`config.mk`:
```
export PLATFORM = sky130hd
export DESIGN_NAME = zqh_test_status_ctrl_flat
export DESIGN_NICKNAME = d
export VERILOG_FILES = /design/src/rtl/zqh_test_status_pkg.sv /design/src/rtl/zqh_test_status_ctrl_if.sv /design/src/rtl/zqh_test_status_ch.sv /design/src/rtl/zqh_test_status_ctrl.sv /design/src/flat_wrapper.sv
export SDC_FILE = /design/constraint.sdc
export NUM_CORES = 1
export LEC_CHECK = 0
export ABC_AREA = 0
export BUFFER_PORTS_ARGS = -buffer_cell sky130_fd_sc_hd__buf_2
export CAP_MARGIN = 20
export CORE_UTILIZATION = 45
export CTS_BUF_LIST = sky130_fd_sc_hd__clkbuf_4 sky130_fd_sc_hd__clkbuf_8
export DETAILED_ROUTE_END_ITERATION = 6
export GPL_TIMING_DRIVEN = 0
export PLACE_DENSITY = 0.76
export SKIP_LAST_GASP = 1
export SYNTH_ARGS = -nofsm -noshare
export SYNTH_HDL_FRONTEND = slang
export SYNTH_SLANG_ARGS = --single-unit
```
`constraint.sdc`:
```
create_clock -name clock -period 7 [get_ports clock]
set_input_delay 0.7 -clock clock [delete_from_list [all_inputs] [get_ports clock]]
set_output_delay 0.7 -clock clock [all_outputs]
set_load 0.005 [all_outputs]
```
`src/rtl/zqh_test_status_pkg.sv`:
```
// Shared types and constants for the multi-channel test-status collector.
// Result words carry a finish flag in bit 0 and the result code in the bits above it.
package zqh_test_status_pkg;

    typedef enum logic [1:0] {
        ST_IDLE = 2'd0,
        ST_RUN  = 2'd1,
        ST_DONE = 2'd2
    } state_t;

    typedef enum logic [1:0] {
        VD_NONE    = 2'd0,
        VD_PASS    = 2'd1,
        VD_FAIL    = 2'd2,
        VD_TIMEOUT = 2'd3
    } verdict_t;

    localparam int FINISH_BIT = 0;
    localparam int CODE_SHIFT = 1;

endpackage

```
`src/rtl/zqh_test_status_ctrl_if.sv`:
```
// Per-channel result-write bus: agents drive valid/data, the collector returns ready.
interface zqh_test_status_ctrl_if #(
    parameter int N_CH   = 4,
    parameter int DATA_W = 32
);
    logic [N_CH-1:0]        wr_valid;
    logic [N_CH-1:0]        wr_ready;
    logic [N_CH*DATA_W-1:0] wr_data;

    modport master (output wr_valid, output wr_data, input wr_ready);
    modport slave  (input wr_valid, input wr_data, output wr_ready);
endinterface

```
`src/rtl/zqh_test_status_ch.sv`:
```
// One result channel: accepts writes while running and unfinished, records the
// finish flag and reports a failing finish in the cycle it is accepted.
module zqh_test_status_ch
    import zqh_test_status_pkg::*;
#(
    parameter int DATA_W = 32
) (
    input  logic              clock,
    input  logic              reset_n,
    input  logic              run,
    input  logic              clear,
    input  logic              en,
    input  logic              valid,
    input  logic [DATA_W-1:0] data,
    output logic              ready,
    output logic              ch_done,
    output logic              fail_now,
    output logic [DATA_W-2:0] code
);

    logic accept;
    logic finish;

    assign ready    = run & en & ~ch_done;
    // a restart pulse drops any write presented in the same cycle
    assign accept   = ready & valid & ~clear;
    assign finish   = accept & data[FINISH_BIT];
    assign code     = data[DATA_W-1:CODE_SHIFT];
    assign fail_now = finish & (code != '0);

    always_ff @(posedge clock or negedge reset_n) begin
        if (!reset_n) begin
            ch_done <= 1'b0;
        end else if (clear) begin
            ch_done <= 1'b0;
        end else if (finish) begin
            ch_done <= 1'b1;
        end
    end

endmodule

```
`src/rtl/zqh_test_status_ctrl.sv`:
```
// Test-status collector top: run FSM, first-failure capture, cycle watchdog and
// registered verdict.
//   state   | meaning
//   IDLE    | after reset, no run started
//   RUN     | collecting results, cycle counter running
//   DONE    | verdict held until the next start
module zqh_test_status_ctrl
    import zqh_test_status_pkg::*;
#(
    parameter int N_CH         = 4,
    parameter int DATA_W       = 32,
    parameter int CNT_W        = 32,
    parameter bit STOP_ON_FAIL = 1'b1
) (
    input  logic                                       clock,
    input  logic                                       reset_n,
    input  logic                                       start,
    input  logic [N_CH-1:0]                            cfg_ch_en,
    input  logic [CNT_W-1:0]                           cfg_timeout,
    zqh_test_status_ctrl_if.slave                      wr,
    output logic [N_CH-1:0]                            ch_done,
    output logic                                       done,
    output logic                                       pass,
    output logic                                       fail,
    output logic                                       timeout,
    output logic [((N_CH > 1) ? $clog2(N_CH) : 1)-1:0] fail_ch,
    output logic [DATA_W-2:0]                          fail_code,
    output logic [CNT_W-1:0]                           cycles
);

    localparam int FC_W = (N_CH > 1) ? $clog2(N_CH) : 1;

    state_t            state_q, state_d;
    verdict_t          verdict_q, verdict_d;
    logic [N_CH-1:0]   en_q;
    logic [CNT_W-1:0]  timeout_q;
    logic [CNT_W-1:0]  cycles_q;
    logic              fail_seen_q;
    logic [FC_W-1:0]   fail_ch_q;
    logic [DATA_W-2:0] fail_code_q;

    logic [N_CH-1:0]   ready;
    logic [N_CH-1:0]   fail_now;
    logic [DATA_W-2:0] code [N_CH];
    logic              run;
    logic              any_fail;
    logic              all_done;
    logic              wd_hit;
    logic [FC_W-1:0]   first_ch;
    logic [DATA_W-2:0] first_code;

    assign run = (state_q == ST_RUN);

    for (genvar i = 0; i < N_CH; i++) begin : g_ch
        zqh_test_status_ch #(.DATA_W(DATA_W)) u_ch (
            .clock    (clock),
            .reset_n  (reset_n),
            .run      (run),
            .clear    (start),
            .en       (en_q[i]),
            .valid    (wr.wr_valid[i]),
            .data     (wr.wr_data[i*DATA_W +: DATA_W]),
            .ready    (ready[i]),
            .ch_done  (ch_done[i]),
            .fail_now (fail_now[i]),
            .code     (code[i])
        );
    end

    assign wr.wr_ready = ready;

    // scan downwards so the lowest failing index is the one left standing
    always_comb begin
        first_ch   = '0;
        first_code = '0;
        for (int i = N_CH - 1; i >= 0; i--) begin
            if (fail_now[i]) begin
                first_ch   = FC_W'(i);
                first_code = code[i];
            end
        end
    end

    assign any_fail = |fail_now;
    assign all_done = ((ch_done & en_q) == en_q);
    assign wd_hit   = (timeout_q != '0) && (cycles_q == timeout_q - CNT_W'(1));

    always_comb begin
        state_d   = state_q;
        verdict_d = verdict_q;
        case (state_q)
            ST_IDLE, ST_DONE: begin
                if (start) begin
                    state_d   = ST_RUN;
                    verdict_d = VD_NONE;
                end
            end
            ST_RUN: begin
                if (start) begin
                    verdict_d = VD_NONE;
                end else if (fail_seen_q && STOP_ON_FAIL) begin
                    state_d   = ST_DONE;
                    verdict_d = VD_FAIL;
                end else if (all_done) begin
                    state_d   = ST_DONE;
                    verdict_d = fail_seen_q ? VD_FAIL : VD_PASS;
                end else if (wd_hit) begin
                    state_d   = ST_DONE;
                    verdict_d = VD_TIMEOUT;
                end
            end
            default: begin
                state_d   = ST_IDLE;
                verdict_d = VD_NONE;
            end
        endcase
    end

    always_ff @(posedge clock or negedge reset_n) begin
        if (!reset_n) begin
            state_q   <= ST_IDLE;
            verdict_q <= VD_NONE;
        end else begin
            state_q   <= state_d;
            verdict_q <= verdict_d;
        end
    end

    always_ff @(posedge clock or negedge reset_n) begin
        if (!reset_n) begin
            en_q        <= '0;
            timeout_q   <= '0;
            cycles_q    <= '0;
            fail_seen_q <= 1'b0;
            fail_ch_q   <= '0;
            fail_code_q <= '0;
        end else if (start) begin
            en_q        <= cfg_ch_en;
            timeout_q   <= cfg_timeout;
            cycles_q    <= '0;
            fail_seen_q <= 1'b0;
            fail_ch_q   <= '0;
            fail_code_q <= '0;
        end else if (run) begin
            if (cycles_q != '1) begin
                cycles_q <= cycles_q + CNT_W'(1);
            end
            if (any_fail && !fail_seen_q) begin
                fail_seen_q <= 1'b1;
                fail_ch_q   <= first_ch;
                fail_code_q <= first_code;
            end
        end
    end

    assign done      = (state_q == ST_DONE);
    assign pass      = (verdict_q == VD_PASS);
    assign fail      = (verdict_q == VD_FAIL);
    assign timeout   = (verdict_q == VD_TIMEOUT);
    assign fail_ch   = fail_ch_q;
    assign fail_code = fail_code_q;
    assign cycles    = cycles_q;

endmodule

```
`src/flat_wrapper.sv`:
```
// flat-port wrapper written by rule: the top's interface ports become plain ports
module zqh_test_status_ctrl_flat import zqh_test_status_pkg::*;
#(
    parameter int N_CH         = 4,
    parameter int DATA_W       = 32,
    parameter int CNT_W        = 32,
    parameter bit STOP_ON_FAIL = 1'b1
)
  (clock, reset_n, start, cfg_ch_en, cfg_timeout, ch_done, done, pass, fail, timeout, fail_ch, fail_code, cycles, wr_wr_valid, wr_wr_data, wr_wr_ready);
  zqh_test_status_ctrl_if #(.N_CH(N_CH), .DATA_W(DATA_W)) wr_i ();
  input  logic clock;
  input  logic reset_n;
  input  logic start;
  input  logic [N_CH-1:0] cfg_ch_en;
  input  logic [CNT_W-1:0] cfg_timeout;
  output logic [N_CH-1:0] ch_done;
  output logic done;
  output logic pass;
  output logic fail;
  output logic timeout;
  output logic [((N_CH > 1) ? $clog2(N_CH) : 1)-1:0] fail_ch;
  output logic [DATA_W-2:0] fail_code;
  output logic [CNT_W-1:0] cycles;
  input wire logic [$bits(wr_i.wr_valid)-1:0] wr_wr_valid;
  input wire logic [$bits(wr_i.wr_data)-1:0] wr_wr_data;
  output wire logic [$bits(wr_i.wr_ready)-1:0] wr_wr_ready;
  assign wr_i.wr_valid = wr_wr_valid;
  assign wr_i.wr_data = wr_wr_data;
  assign wr_wr_ready = wr_i.wr_ready;
  zqh_test_status_ctrl #(.N_CH(N_CH), .DATA_W(DATA_W), .CNT_W(CNT_W), .STOP_ON_FAIL(STOP_ON_FAIL)) u_core (.clock(clock), .reset_n(reset_n), .start(start), .cfg_ch_en(cfg_ch_en), .cfg_timeout(cfg_timeout), .wr(wr_i), .ch_done(ch_done), .done(done), .pass(pass), .fail(fail), .timeout(timeout), .fail_ch(fail_ch), .fail_code(fail_code), .cycles(cycles));
endmodule
```
==> metrics.md <==
| Metric | Value |
|---|---|
| Chip width | `127.3 um` |
| RSZ-0062 raised after global routing | `false` |
| Number of max-cap violations | `0` |
| Final WL | `23060 um` |
| GR Util All Layers | `28.77%` |
| Design area | `0.008773 mm2` |
| Post-route clock period utilization | `54.13%` |
| Total CTS buffers | `9` |
| Post-synth EDFFs | `0` |
| Mapped Area | `0.007068 mm2` |
| Total clock sinks | `110` |
| Antenna violations before repair | `3` |
| Pwr Total | `1.483 mW` |
| Worst EP required | `7.26 ns` |
| P_leak | `3.866 nW` |
| Final Hold Vio Count | `0` |
| Nets | `1229` |
| Top cell family by delay on the critical path | `simple AND/OR/NAND/NOR gates` |
| Die Y | `127.3 um` |
| I/O Pins | `248` |
| Drt drc | `0` |
| Core box area | `0.01526 mm2` |
| Status | `complete, no violations` |
| Via density | `5.704` |
| Crit path largest cell delay | `0.59 ns` |
| Row count | `45` |
| GRT Residual Overflow | `0` |
| Setup CP Type | `reg2reg` |
| Cell chain of the critical path | `or4_1 > buf_2 > or4_4 > or4_4 > mux2_2 > mux2i_1 > o22a_1 > or4_4 > a32o_1` |
| Clock period minus worst slack | `3.789 ns` |
| Buf/Inv on CP | `1` |
| Longest Clk Path Bufs | `2` |
| Post-Syn Area per Cell | `8.868 um2` |
| Hold slack | `0.3507 ns` |
| Crit path from | `u_core.timeout_q[4]$_DFFE_PN0P_` |
| CP max FO | `9` |
| # fillers | `1466` |
| Reg2reg path depth | `9` |
| Ys Warns | `0` |
| DP HPWL | `18480 um` |
| TritonCTS clock tree | `yes` |
| Post-CTS Setup Repair Bufs | `0` |
| GP Congestion | `0.9950` |
| Post-synthesis net count | `970` |
| Distinct cells, synth | `59` |
| Area Overhead vs Synth | `24.13%` |
| Max Clock Skew | `0.009834 ns` |
| Post-synth ARST share | `100.0%` |
| CP Capture Type | `flip-flop` |
| R2R Path End | `u_core.state_q[0]$_DFFE_PN0P_` |
| Startpoint types | `flip-flop` |
| Ratio of cells with drive above 1 in the final layout | `29.77%` |
| Seq cells post-synth | `110` |
| First-iteration detailed-routing DRC count | `376` |
| Hold_buf cts | `0` |
| Initial DRT Pass Iterations | `5` |
| Skew-Pair Late Insertion Delay | `0.37 ns` |
| Sequential area share after synthesis | `38.94%` |
| Routed via count | `7256` |
| Ys flop type | `dfrtp_1` |
| Antenna-violating nets left | `0` |
| Root Buffer | `clkbuf_8` |
| Initial core utilization | `46.32%` |
| Max IR drop VDD | `0.00008037 V` |
| Cells after Synth | `797` |
| Die area | `0.01621 mm2` |
| Worst-margin pin slew | `0.9185 ns` |
| Vias in the first global route | `7062` |
| Launch point of the worst reg-to-reg path | `u_core.timeout_q[4]$_DFFE_PN0P_` |
| Post-Place Cell Area | `0.008605 mm2` |
| Cell mode on critical path | `or4_4` |
| Power Density | `169.0 mW/mm2` |
| First-pass GRT wire length | `36000 um` |
| Peak Freq | `263.9 MHz` |
| Path type of the worst min-delay path | `in2async` |
| Final setup fails | `0` |
| IO Port Bufs | `247` |
| Worst R2R Setup Slack | `3.21 ns` |
| WL/cell | `18.13 um` |
| Post_cts resized | `0` |
| Clock Pin Slew Worst Setup and Hold Paths | `0.10 ns` |
| Largest net degree at the start of global routing | `57` |
| Slew HR | `38.26%` |
| Critical Path AT | `4.05 ns` |
| Final setup TNS | `0 ns` |
| Fin. max-slew vios | `0` |
| H-tree depth | `3` |
| Slowest library cell on the worst path | `or4_4` |
-- layout by cell type, fill, tap and decap left out, types with 11 or more instances in the layout --
master,n
nand3_1,12
nand4_1,18
nand2_1,36
nand3b_1,37
nor2_1,91
xnor2_1,30
clkbuf_1,46
a211oi_1,31
or3_1,14
nor4_1,38
inv_1,11
o21ai_0,51
mux2_2,34
xor2_1,33
nand2b_1,11
a22oi_1,31
a21oi_1,48
dfrtp_1,110
buf_2,247
nor3_1,16
-- layout make-up --
cell class                 instances  area (um2)  share of cell area (%)
tap                              211       264.0                   3.009
buffer                            56       241.5                   2.752
sequential                       110        2753                   31.37
timing repair buffer             248        1266                   14.43
clock buffer                      12       152.6                   1.740
clock inverter                     1       8.758                 0.09983
inverter                          11       41.29                  0.4706
multi-input combinational        620        4039                   46.04
antenna                            3       7.507                 0.08557
-- sequential cells by signal, summed over array words and instances, names as in the netlist --
register	cells
u_core.fail_code	31
u_core.timeout_q	32
u_core.fail_ch	2
u_core.verdict_q	2
u_core.state_q	2
u_core.g_ch.u_ch.ch_done	4
u_core.en_q	4
u_core.fail_seen_q	1
u_core.cycles	32
-- stage by stage --
step	util, %	instances	setup WS (ns)
2_1_floorplan	-	797	3.473
3_3_place_gp	56.15	1255	3.264
3_5_place_dp	56.39	1256	3.234
4_1_cts	57.45	1269	3.210
5_1_grt	57.48	1271	3.067
6_report	57.50	1272	3.211
-- synthesized netlist by cell type (2+ instances only) --
| cell | n | area [um2] |
|---|---|---|
| nor2b_1 | 9 | 56.30 |
| mux2_2 | 34 | 382.9 |
| clkbuf_1 | 46 | 172.7 |
| a32o_1 | 2 | 20.02 |
| a22oi_1 | 31 | 232.7 |
| o22ai_1 | 2 | 12.51 |
| a21oi_1 | 48 | 240.2 |
| or4_4 | 3 | 33.78 |
| nand4b_1 | 4 | 35.03 |
| nor2_1 | 91 | 341.6 |
| or3_1 | 14 | 87.58 |
| o2111ai_1 | 2 | 17.52 |
| nor3_1 | 16 | 80.08 |
| or4_1 | 5 | 37.54 |
| and3_1 | 4 | 25.02 |
| nor4_2 | 2 | 25.02 |
| o21ai_0 | 51 | 255.2 |
| o211ai_1 | 2 | 15.01 |
| dfrtp_1 | 110 | 2753 |
| and4_1 | 7 | 61.31 |
| o41ai_1 | 2 | 17.52 |
| a31oi_1 | 5 | 31.28 |
| inv_1 | 11 | 41.29 |
| nand3_1 | 12 | 60.06 |
| xor2_1 | 33 | 289.0 |
| nor4_1 | 39 | 244.0 |
| o311ai_0 | 3 | 26.28 |
| o31ai_1 | 5 | 37.54 |
| xnor2_1 | 30 | 262.8 |
| buf_4 | 8 | 60.06 |
| mux2i_1 | 4 | 40.04 |
| nand3b_1 | 37 | 277.8 |
| ha_1 | 2 | 25.02 |
| and2_1 | 2 | 12.51 |
| a41oi_1 | 4 | 35.03 |
| nand2_1 | 36 | 135.1 |
| nand4_1 | 18 | 112.6 |
| a311oi_1 | 2 | 17.52 |
| nand2b_1 | 11 | 68.82 |
| a211oi_1 | 31 | 232.7 |
-- metal layers --
layer	wire [um]	track usage, %	vias up
met5	0	0	-
met4	703	11.97	0
met3	1300	4.229	44
met2	11820	51.91	301
met1	9233	34.13	3421
li1	-	-	3490
-- worst max-delay path by stage --
stage,to,slack (ns),cells after the start
after floorplan,u_core.state_q[0]$_DFFE_PN0P_,3.47,9
after global placement,u_core.state_q[0]$_DFFE_PN0P_,3.26,9
after detailed placement,u_core.state_q[0]$_DFFE_PN0P_,3.23,9
after CTS,u_core.state_q[0]$_DFFE_PN0P_,3.21,9
after global routing,u_core.state_q[0]$_DFFE_PN0P_,3.07,10
final,u_core.state_q[0]$_DFFE_PN0P_,3.21,9
-- report_power, final --
group | leakage [nW] | switching, mW | total, mW | internal (mW)
Sequential | 1.45 | 0.0540 | 0.733 | 0.679
Combinational | 2.33 | 0.225 | 0.402 | 0.177
Clock | 0.0852 | 0.205 | 0.348 | 0.143
Total | 3.87 | 0.484 | 1.48 | 0.999
-- worst register-to-register path: cells and delay by family, from the launching register on --
kind / cells / cell delay [ns]
compound gates: 2 / 0.49
buf+inv: 1 / 0.20
flops: 1 / 0.46
mux: 2 / 0.30
simple gates: 4 / 2.22
-- kinds of logic (layout without fill, tap and decap cells) --
group                      Yosys count  after routing  share of synthesized area (%)
muxes                               38             38                          5.983
adders and majority gates            2              2                         0.3540
buffers and inverters               67            328                          4.001
xor gates and xnor gates            63             63                          7.807
other                                0              3                              0
and+or+nand+nor                    315            315                          24.55
AOI/OAI and AO/OA                  202            202                          18.36
DFF                                110            110                          38.94
Power figures use the tool's default switching activity.
